File: config.mk
export PLATFORM = sky130hd
export DESIGN_NAME = dsi_pkt_builder
export DESIGN_NICKNAME = d
export VERILOG_FILES = /design/src/rtl/dsi_pkg.sv /design/src/rtl/dsi_crc16.sv /design/src/rtl/dsi_pkt_builder.sv
export SDC_FILE = /design/constraint.sdc
export NUM_CORES = 1
export LEC_CHECK = 0
export ABC_CLOCK_PERIOD_IN_PS = 2000
export BUFFER_PORTS_ARGS = -buffer_cell sky130_fd_sc_hd__buf_2
export CORE_MARGIN = 2
export CORE_UTILIZATION = 49
export DETAILED_ROUTE_END_ITERATION = 12
export HOLD_SLACK_MARGIN = 0.1
export PLACE_DENSITY = 0.76
export SLEW_MARGIN = 20
export SYNTH_ARGS = -nofsm -noshare
export SYNTH_HDL_FRONTEND = slang
export SYNTH_SLANG_ARGS = --single-unit
File: constraint.sdc
create_clock -name clk -period 2 [get_ports clk]
set_input_delay 0.2 -clock clk [delete_from_list [all_inputs] [get_ports clk]]
set_output_delay 0.2 -clock clk [all_outputs]
set_load 0.01 [all_outputs]
File: src/rtl/dsi_pkg.sv
// Shared definitions for the DSI packet builder: FSM states, CRC constants,
// common data types and the byte-wide reflected CRC-16 step.
package dsi_pkg;

  typedef enum logic [2:0] {
    ST_IDLE,
    ST_ECC_REQ,
    ST_ECC_WAIT,
    ST_HDR,
    ST_PLD,
    ST_CRC
  } state_t;

  localparam logic [15:0] CRC_INIT      = 16'hFFFF;
  localparam logic [15:0] CRC_POLY_REFL = 16'h8408;

  localparam logic [5:0] DCS_SHORT_W0 = 6'h05;
  localparam logic [5:0] DCS_SHORT_W1 = 6'h15;
  localparam logic [5:0] DCS_LONG_W   = 6'h39;

  // Folds one byte into the CRC, LSB first.
  function automatic logic [15:0] crc16_byte(input logic [15:0] crc, input logic [7:0] data);
    logic [15:0] c;
    c = crc ^ {8'h00, data};
    for (int i = 0; i < 8; i++) begin
      c = c[0] ? ((c >> 1) ^ CRC_POLY_REFL) : (c >> 1);
    end
    return c;
  endfunction

endpackage

File: src/rtl/dsi_crc16.sv
// Running CRC-16-CCITT (reflected) over a byte stream.
// init reloads the seed and wins over en in the same cycle.
module dsi_crc16
  import dsi_pkg::*;
(
  input  logic        clk,
  input  logic        rst,
  input  logic        init,
  input  logic        en,
  input  logic [7:0]  din,
  output logic [15:0] crc
);

  logic [15:0] crc_reg;
  logic [15:0] crc_next;

  always_comb begin
    crc_next = crc_reg;
    if (init) begin
      crc_next = CRC_INIT;
    end else if (en) begin
      crc_next = crc16_byte(crc_reg, din);
    end
  end

  always_ff @(posedge clk) begin
    if (rst) begin
      crc_reg <= CRC_INIT;
    end else begin
      crc_reg <= crc_next;
    end
  end

  assign crc = crc_reg;

endmodule

File: src/rtl/dsi_pkt_builder.sv
// DSI packet assembler: latches a descriptor, asks the external ECC stage for
// the header ECC, then streams header, optional payload and CRC-16 bytes.
module dsi_pkt_builder
  import dsi_pkg::*;
#(
  parameter int unsigned WC_W = 16
) (
  input  logic        clk,
  input  logic        rst,
  input  logic        cmd_valid,
  output logic        cmd_ready,
  input  logic        cmd_long,
  input  logic [1:0]  cmd_vc,
  input  logic [5:0]  cmd_dt,
  input  logic [15:0] cmd_wc,
  input  logic        pld_valid,
  output logic        pld_ready,
  input  logic [7:0]  pld_data,
  output logic        ecc_en,
  output logic [23:0] ecc_data,
  input  logic [7:0]  ecc_code,
  output logic        tx_valid,
  input  logic        tx_ready,
  output logic [7:0]  tx_data,
  output logic        tx_last
);

  state_t            state_reg;
  state_t            state_next;
  logic              long_reg;
  logic [7:0]        di_reg;
  logic [15:0]       wc_reg;
  logic [WC_W-1:0]   cnt_reg;
  logic [1:0]        idx_reg;
  logic [7:0]        ecc_q_reg;
  logic [7:0]        hdr_byte;
  logic [15:0]       crc_val;
  logic              accept;
  logic              tx_fire;
  logic              crc_en;

  // Held low during reset so a descriptor offered then is never taken.
  assign cmd_ready = (state_reg == ST_IDLE) && !rst;
  assign accept    = cmd_valid && cmd_ready;
  assign tx_fire   = tx_valid && tx_ready;
  assign crc_en    = (state_reg == ST_PLD) && pld_valid && tx_ready;

  always_comb begin
    hdr_byte = di_reg;
    case (idx_reg)
      2'd0:    hdr_byte = di_reg;
      2'd1:    hdr_byte = wc_reg[7:0];
      2'd2:    hdr_byte = wc_reg[15:8];
      default: hdr_byte = ecc_q_reg;
    endcase
  end

  always_comb begin
    state_next = state_reg;
    pld_ready  = 1'b0;
    ecc_en     = 1'b0;
    ecc_data   = 24'h000000;
    tx_valid   = 1'b0;
    tx_data    = 8'h00;
    tx_last    = 1'b0;
    case (state_reg)
      ST_IDLE: begin
        if (accept) begin
          state_next = ST_ECC_REQ;
        end
      end
      ST_ECC_REQ: begin
        ecc_en     = 1'b1;
        ecc_data   = {wc_reg, di_reg};
        state_next = ST_ECC_WAIT;
      end
      ST_ECC_WAIT: begin
        state_next = ST_HDR;
      end
      ST_HDR: begin
        tx_valid = 1'b1;
        tx_data  = hdr_byte;
        tx_last  = (idx_reg == 2'd3) && !long_reg;
        if (tx_ready && (idx_reg == 2'd3)) begin
          if (!long_reg) begin
            state_next = ST_IDLE;
          end else if (cnt_reg == '0) begin
            state_next = ST_CRC;
          end else begin
            state_next = ST_PLD;
          end
        end
      end
      ST_PLD: begin
        tx_valid  = pld_valid;
        tx_data   = pld_data;
        pld_ready = tx_ready;
        if (pld_valid && tx_ready && (cnt_reg == WC_W'(1))) begin
          state_next = ST_CRC;
        end
      end
      ST_CRC: begin
        tx_valid = 1'b1;
        tx_data  = idx_reg[0] ? crc_val[15:8] : crc_val[7:0];
        tx_last  = idx_reg[0];
        if (tx_ready && idx_reg[0]) begin
          state_next = ST_IDLE;
        end
      end
      default: begin
        state_next = ST_IDLE;
      end
    endcase
  end

  always_ff @(posedge clk) begin
    if (rst) begin
      state_reg <= ST_IDLE;
      long_reg  <= 1'b0;
      di_reg    <= 8'h00;
      wc_reg    <= 16'h0000;
      cnt_reg   <= '0;
      idx_reg   <= 2'd0;
      ecc_q_reg <= 8'h00;
    end else begin
      state_reg <= state_next;
      if (accept) begin
        long_reg <= cmd_long;
        di_reg   <= {cmd_vc, cmd_dt};
        wc_reg   <= cmd_wc;
        cnt_reg  <= WC_W'(cmd_wc);
      end else if ((state_reg == ST_PLD) && tx_fire) begin
        cnt_reg <= cnt_reg - WC_W'(1);
      end
      if (state_reg == ST_ECC_WAIT) begin
        ecc_q_reg <= ecc_code;
      end
      // Byte index restarts on every state change, so HDR and CRC both count from 0.
      if (state_next != state_reg) begin
        idx_reg <= 2'd0;
      end else if (tx_fire) begin
        idx_reg <= idx_reg + 2'd1;
      end
    end
  end

  dsi_crc16 u_crc (
    .clk  (clk),
    .rst  (rst),
    .init (accept),
    .en   (crc_en),
    .din  (pld_data),
    .crc  (crc_val)
  );

endmodule

==> results.py, run 1 <==
metrics = {
    "status": {
        "outcome": "finished, violations left",
        "failed_checks": "negative setup slack",
    },
    "worst_setup_path": {
        "reg2reg_slack_ps": -60,
        "worstSetupStartpointType": "flop",
        "regToRegStartpoint": "cnt_reg[10]",
        "cpPeakStageDelay_ps": 400,
        "worstPathMaxFanout": 8,
        "startpoint": "idx_reg[0]",
        "critical_path_arrival_ps": 1980,
        "cp-end-kind": "output pin",
        "path_delay_family": "compound AO/OA/AOI/OAI gates",
        "required_ps": 1800,
        "crit_buf_inv": 2,
        "crit_type": "reg -> out",
        "crit_chain": "clkinvlp_4 -> ha_4 -> a222oi_1 -> nor2_1 -> a21oi_1 -> o221ai_1 -> buf_2",
        "cpMaxStageDelayCell": "a222oi_1",
    },
    "route": {
        "wl_met3_um": 823,
        "wl_met1_um": 5123,
        "finalWirelength_um": 11860,
        "drt_iter0_drc": 330,
        "drc": 0,
        "routed.top_layer": "met4",
        "drt_pass1_iterations": 6,
        "num_vias": 3999,
        "met2_length_um": 5694,
        "antenna_left": 0,
        "wire_per_inst_um": 17.27,
        "vias_per_cell": 5.821,
    },
    "floorplanning": {
        "core_um2": 7607,
        "dieArea_um2": 8472,
        "start_util_pct": 49.93,
        "die_h_um": 92.05,
        "die_width_um": 92.05,
        "io_pins": 83,
        "fp-row-count": 32,
    },
    "min_path": {
        "min_path_type": "in -> reg",
        "hold_start": "cmd_wc[2]",
    },
    "layout": {
        "syn_to_final_growth_pct": 32.97,
        "final_nets": 635,
        "diodes": 0,
        "finalNonFillerCells": 687,
        "drive_gt1_share_pct": 27.01,
    },
    "clock_network": {
        "clockRootBuffer": "clkbuf_8",
        "h-tree-depth": 3,
        "clock_path_buffers": 2,
        "cts_buffers": 9,
        "cts_tree": "done",
        "cts.sinks": 70,
        "clk_pin_slew_ps": 80,
        "clock_latency_ps": 360,
    },
    "yosys": {
        "avgSynthCellArea_um2": 8.187,
        "yosysTopAreaCell": "dfxtp_1",
        "yosysWarnings": 0,
        "syn_inst": 464,
        "synth_area_um2": 3799,
        "ys_types": 51,
        "synth_ff_type": "dfxtp_1",
        "synth_edf_count": 0,
        "synth_area_leaders": "dfxtp_1, nand2_1, and3_1",
        "synthArstFlopShare_pct": 0,
        "synthTopCellsByCount": "dfxtp_1, nand2_1, clkbuf_1, nor2_1, and3_1",
        "synth_top_cell_area_share_pct": 36.89,
        "syn_nets": 518,
        "ys_ff_latch": 70,
        "ys_seq_area_share_pct": 36.89,
        "yosysMostFrequentCell": "dfxtp_1",
    },
    "timing": {
        "final.min_clock_period_ps": 2185,
        "fmax_mhz": 457.7,
        "finalSetupViolCount": 9,
        "setup_tns_ps": -1071,
        "worst_hold_slack_ps": 102.4,
        "finalHoldViolCount": 0,
        "slew_headroom_pct": 69.18,
        "finalClockSkew_ps": 13.50,
        "worst_slew_pin_slew_ps": 459.0,
        "postLayoutSetupSlackWorst_ps": -184.9,
        "finalCritPeriodShare_pct": 109.2,
        "slew_violations": 0,
        "rsz0062_at_grt": "true",
    },
    "grt": {
        "antenna_found_initial": 0,
        "grt_pass1_vias": 3732,
        "grt.overflow.total": 0,
        "grt_max_degree": 36,
        "track_usage_pct": 27.14,
        "grt_first_pass_wirelength_um": 18440,
    },
    "power": {
        "leakagePower_uw": 0.002223,
        "p_per_area_nw_per_um2": 657.4,
        "report.power.total_uw": 3320,
        "ir_worst_vdd_uv": 350.3,
    },
    "place": {
        "pre_cts_ws_ps": -34.48,
        "place_congestion": 0.9184,
        "dp.cells": 643,
        "hpwl_um": 8099,
        "port_buffers": 82,
    },
    "run": {
        "cap_violations": 0,
    },
}
==> worst paths after layout <==
kind | endpoint | depth (start not counted)
max | tx_data[7] | 7
min | wc_reg[2] | 3
max reg2reg | cnt_reg[15] | 4
min reg2reg | wc_reg[10] | 2
==> logic make-up after synthesis <==
logic type | Yosys count | share of synthesized area [%]
AO/OA/AOI/OAI | 108 | 20.09
AND/OR/NAND/NOR | 191 | 25.82
flip-flops | 70 | 36.89
buffers and inverters | 46 | 4.578
multiplexers | 16 | 4.216
adder cells (fa/ha/maj) | 8 | 2.635
XOR/XNOR | 25 | 5.764
==> repair_timing <==
action                                  CTS  global route
pin swaps                                13            10
endpoints found under the setup margin   36            39
hold endpoints to repair                 27             0
hold buffers                             25             0
setup buffers                             3             1
resized for setup                        19             8
==> metrics by stage <==
stage	area (um2)	util (%)
floorplan	3800	-
global placement	4457	58.59
detailed placement	4457	58.59
CTS	4999	65.71
global route	5051	66.40
finish	5051	66.40
==> layout make-up <==
type	count	area [um2]
fillers	634	2556
multi-input cells	348	2326
flip-flops and latches	70	1413
repair buffers	144	954.7
clock buffers	10	137.6
well taps	102	127.6
clock inverters	5	58.81
inverters	8	33.78
==> routing by layer <==
layer	vias to the layer above	GRT usage (%)
li1	1924	-
met1	1893	35.70
met2	162	45.40
met3	20	4.601
met4	0	8.582
met5	-	0
==> layout by cell type, fill, tap and decap left out, types with 16 or more instances in the layout <==
cell / count
buf_4: 35
buf_2: 82
o211ai_1: 16
xnor2_1: 17
dlygate4sd3_1: 25
dfxtp_1: 67
mux2i_1: 16
nand3_1: 16
nand2_1: 57
nor2_1: 31
nand2b_1: 18
o21ai_0: 26
and3_1: 27
==> power breakdown <==
group          switching [uW]  internal [uW]  leakage [uW]
Combinational             315            283       0.00155
Sequential               83.1           1470      0.000575
Clock                     568            605     0.0000948
==> worst register-to-register path: cells and delay by family (launching register included) <==
family	cells	cell delay, ps
AO/OA/AOI/OAI	1	260
flip-flops	1	310
AND/OR/NAND/NOR	3	1400
Power figures use the tool's default switching activity.
==> inputs of run 2 (changes only) <==
MAX_ROUTING_LAYER = met4   (was unset)
==> run 2 against run 1 <==
Net effect:
- the flow still finishes with violations (negative setup slack)
- sequential power about the same
- cell area down 0.25%
- clock-buffer cell count stayed put
- sequential cell count is the same
- register-to-register slack lost 40 ps
- global-route usage rose by 1.1 points
- critical path depth up 1
- cell count decreased by 0.29%
- largest power group unchanged
==> results.py, run 2 (synthesis results as in run 1) <==
metrics = {
    "grt": {
        "grt.overflow.total": 0,
        "track_usage_pct": 28.24,
        "antenna_found_initial": 0,
        "grt_max_degree": 36,
        "grt_pass1_vias": 3564,
        "grt_first_pass_wirelength_um": 18390,
    },
    "worst_setup_path": {
        "cp_common_cell": "buf_6",
        "crit_chain": "buf_6 -> ha_4 -> buf_6 -> a222oi_1 -> nor2_1 -> a21oi_2 -> o221ai_1 -> buf_2",
        "reg2reg_to": "cnt_reg[15]",
        "reg2reg_slack_ps": -100,
        "regToRegStartpoint": "cnt_reg[10]",
        "reg2reg_depth": 4,
        "required_ps": 1800,
        "worstSetupStartpointType": "flop",
        "cpPeakStageDelay_ps": 370,
        "critical_path_arrival_ps": 2040,
        "cp-end-kind": "output pin",
        "cpMaxStageDelayCell": "dfxtp_4",
        "worstPathMaxFanout": 8,
        "crit_type": "reg -> out",
        "crit_buf_inv": 3,
        "path_delay_family": "compound AO/OA/AOI/OAI gates",
    },
    "timing": {
        "finalSetupViolCount": 9,
        "fmax_mhz": 446.1,
        "slew_violations": 0,
        "finalHoldViolCount": 0,
        "rsz0062_at_grt": "true",
        "setup_tns_ps": -1652,
        "finalClockSkew_ps": 8.251,
        "worst_slew_pin_slew_ps": 490.3,
        "postLayoutSetupSlackWorst_ps": -241.5,
        "final.min_clock_period_ps": 2242,
        "slew_headroom_pct": 67.08,
        "finalCritPeriodShare_pct": 112.1,
    },
    "clock_network": {
        "clock_path_buffers": 2,
        "h-tree-depth": 3,
        "clock_latency_ps": 350,
        "clk_pin_slew_ps": 80,
        "clockRootBuffer": "clkbuf_8",
        "cts.sinks": 70,
        "cts_buffers": 9,
        "cts_tree": "done",
    },
    "min_path": {
        "min_path_type": "in -> reg",
        "hold_start": "ecc_code[3]",
        "min_delay_path_depth": 3,
        "hold_end": "ecc_q_reg[3]",
    },
    "layout": {
        "layout_commonest_cell": "buf_2",
        "drive_gt1_share_pct": 27.44,
        "finalNonFillerCells": 685,
        "diodes": 0,
        "seq_area_um2": 1414,
        "finish.instance_area_um2": 5039,
        "fill_cells": 646,
        "layout_common_cells": "buf_2, dfxtp_1, nand2_1",
        "final_nets": 632,
        "multi_input_area_um2": 2315,
        "syn_to_final_growth_pct": 32.64,
    },
    "route": {
        "finalWirelength_um": 11790,
        "drt_pass1_iterations": 5,
        "drt_iter0_drc": 343,
        "wire_per_inst_um": 17.21,
        "drc": 0,
        "antenna_left": 0,
        "num_vias": 3961,
        "vias_per_cell": 5.782,
    },
    "floorplanning": {
        "die_h_um": 92.05,
        "fp-row-count": 32,
        "dieArea_um2": 8472,
        "core_um2": 7607,
        "start_util_pct": 49.93,
        "die_width_um": 92.05,
        "io_pins": 83,
    },
    "place": {
        "place_congestion": 0.9050,
        "dpl_cell_area_um2": 4457,
        "port_buffers": 82,
        "hpwl_um": 8249,
        "dp.cells": 643,
    },
    "status": {
        "outcome": "finished, violations left",
        "failed_checks": "negative setup slack",
    },
    "run": {
        "cap_violations": 0,
    },
    "power": {
        "leakagePower_uw": 0.002225,
        "p_per_area_nw_per_um2": 677.6,
        "ir_worst_vdd_uv": 475.4,
    },
}
run 2: per-stage QoR:
step	hold WS (ps)	util (%)	setup WS, ps	power (uW)
6_report	108.0	66.23	-241.5	3414
5_1_grt	112.9	66.23	-360.1	3552
4_1_cts	101.7	65.48	-199.4	3402
3_5_place_dp	401.6	58.59	-55.80	2095
3_3_place_gp	394.2	58.59	-0.2327	2084
2_1_floorplan	308.6	-	8.717	1866
run 2: worst max-delay path by stage:
| stage | cells past startpoint | slack (ps) | startpoint | to |
|---|---|---|---|---|
| finish | 8 | -240 | idx_reg[0] | tx_data[5] |
| global route | 7 | -360 | idx_reg[0] | tx_data[7] |
| CTS | 7 | -200 | idx_reg[0] | tx_data[7] |
| detailed placement | 7 | -60 | idx_reg[0] | tx_data[7] |
| global placement | 4 | -0.2 | cnt_reg[9] | idx_reg[0] |
| floorplan | 4 | 9 | cnt_reg[9] | cnt_reg[15] |
run 2: tightest hold or removal path, delay by kind of cell:
family,cells,cell delay (ps)
buf+inv,1,80
mux,1,60
simple gates,1,80
run 2: final cells by class:
class | count | area share [%]
clock buffers | 10 | 2.533
clock inverters | 6 | 1.862
inverters | 8 | 0.6705
multi-input cells | 348 | 45.94
flip-flops and latches | 70 | 28.06
well taps | 102 | 2.533
repair buffers | 141 | 18.40
run 2: power by group:
part / internal (uW) / switching [uW]
clock: 711 / 575
combinational: 271 / 313
sequential: 1470 / 78.3
run 2: per-layer routing:
metal | track usage, % | wire length, um
met2 | 43.57 | 5610
met1 | 38.52 | 5162
met4 | 8.333 | 168
met3 | 4.355 | 846
met5 | - | 0
run 2: what timing repair did:
item	in CTS	in global routing
gates resized for setup	18	10
pin swaps	4	12
hold buffers	20	0
setup buffers	4	2
hold endpoints to repair	22	0
endpoints found under the setup margin	36	37
==> inputs of run 3 (changes only) <==
TNS_END_PERCENT = 5   (was unset)
==> run 3 against run 2 <==
Net effect:
- the run still ends with negative setup slack left
- cell count fell by 0.15%
- sequential share of layout area rose by 0.25 points
- via count decreased by 0.48%
- highest routed layer unchanged
==> results.py, run 3 (synthesis results as in run 1) <==
metrics = {
    "worst_setup_path": {
        "worstSetupStartpointType": "flop",
        "worstPathMaxFanout": 8,
        "crit_type": "reg -> out",
        "cp-end-kind": "output pin",
        "required_ps": 1800,
        "critical_path_arrival_ps": 2020,
        "reg2reg_slack_ps": -100,
    },
    "grt": {
        "antenna_found_initial": 0,
        "grt_first_pass_wirelength_um": 18290,
        "track_usage_pct": 28.02,
        "grt_pass1_vias": 3537,
        "grt_max_degree": 36,
        "grt.overflow.total": 0,
    },
    "timing": {
        "rsz0062_at_grt": "true",
        "slew_headroom_pct": 68.84,
        "finalCritPeriodShare_pct": 111.1,
        "worst_slew_pin_slew_ps": 464.1,
        "final.min_clock_period_ps": 2223,
        "finalHoldViolCount": 0,
        "slew_violations": 0,
        "fmax_mhz": 449.9,
        "finalClockSkew_ps": 7.133,
        "postLayoutSetupSlackWorst_ps": -222.7,
        "finalSetupViolCount": 10,
    },
    "layout": {
        "final_nets": 631,
        "diodes": 0,
        "syn_to_final_growth_pct": 31.13,
        "finish.instance_area_um2": 4981,
        "layout_common_cells": "buf_2, dfxtp_1, nand2_1",
        "layout_commonest_cell": "buf_2",
        "fill_cells": 658,
        "utilization_pct": 65.48,
        "drive_gt1_share_pct": 26.46,
    },
    "floorplanning": {
        "start_util_pct": 49.93,
        "dieArea_um2": 8472,
        "core_um2": 7607,
        "io_pins": 83,
        "fp-row-count": 32,
        "die_h_um": 92.05,
        "die_width_um": 92.05,
    },
    "status": {
        "outcome": "finished, violations left",
        "failed_checks": "negative setup slack",
    },
    "route": {
        "drt_pass1_iterations": 6,
        "drt_iter0_drc": 362,
        "antenna_left": 0,
        "drc": 0,
        "vias_per_cell": 5.763,
        "num_vias": 3942,
        "finalWirelength_um": 11510,
        "wire_per_inst_um": 16.83,
    },
    "clock_network": {
        "cts.sinks": 70,
        "clock_path_buffers": 2,
        "h-tree-depth": 3,
        "cts_tree": "done",
        "clockRootBuffer": "clkbuf_8",
        "clk_pin_slew_ps": 70,
        "cts_buffers": 9,
        "clock_latency_ps": 350,
    },
    "place": {
        "pre_cts_ws_ps": -55.80,
        "dpl_cell_area_um2": 4457,
        "hpwl_um": 8249,
        "place_congestion": 0.9050,
        "port_buffers": 82,
    },
    "min_path": {
        "min_path_type": "in -> reg",
    },
    "power": {
        "ir_worst_vdd_uv": 394.2,
        "p_per_area_nw_per_um2": 680.4,
        "report.power.total_uw": 3389,
        "leakagePower_uw": 0.002217,
    },
    "run": {
        "cap_violations": 0,
    },
}
run 3: power by group:
group | switching [uW] | internal, uW
clock | 566 | 711
combinational | 303 | 265
sequential | 77.2 | 1470
run 3: path summary, 6_finish.rpt:
kind	from	end	cells after the start
hold / removal	ecc_code[3]	ecc_q_reg[3]	3
hold reg to reg	wc_reg[10]	wc_reg[10]	2
setup reg to reg	cnt_reg[9]	cnt_reg[15]	4
setup / recovery	idx_reg[1]	tx_data[5]	8
run 3: through the flow:
stage	instances	hold slack (ps)	setup TNS (ps)
2_1_floorplan	464	308.6	0
3_3_place_gp	643	394.2	-0.2327
3_5_place_dp	643	401.6	-176.1
4_1_cts	679	101.7	-2773
5_1_grt	684	114.3	-2708
6_report	684	109.2	-1220
run 3: critical path, cell delays in order (launching register included):
cell	delay, ps
dfxtp_4	400
inv_4	50
ha_4	180
buf_4	140
a222oi_1	320
nor2_1	100
a21oi_2	180
o221ai_1	140
buf_2	160
run 3: cell type report:
type                            count  area, um2  share of cell area (%)
Clock buffer                       10      127.6                   2.562
Tap cell                          102      127.6                   2.562
Sequential cell                    70       1410                   28.31
Inverter                            8      32.53                  0.6531
Multi-Input combinational cell    348       2277                   45.72
Timing Repair Buffer              140      912.1                   18.31
Clock inverter                      6      93.84                   1.884
run 3: timing repair:
item / 4_1_cts / 5_1_grt
endpoints found under the hold margin: 22 / 0
hold buffers: 20 / 0
endpoints found under the setup margin: 36 / 37
pin swaps: 2 / 8
resized for setup: 11 / 8
setup buffers: 0 / 5
run 3: per-layer routing:
metal / vias to the layer above / wire [um] / track usage (%)
li1: 1915 / - / -
met1: 1842 / 5187 / 38.45
met2: 172 / 5443 / 43.08
met3: 13 / 745 / 3.615
met4: 0 / 138 / 9.080
met5: - / 0 / -
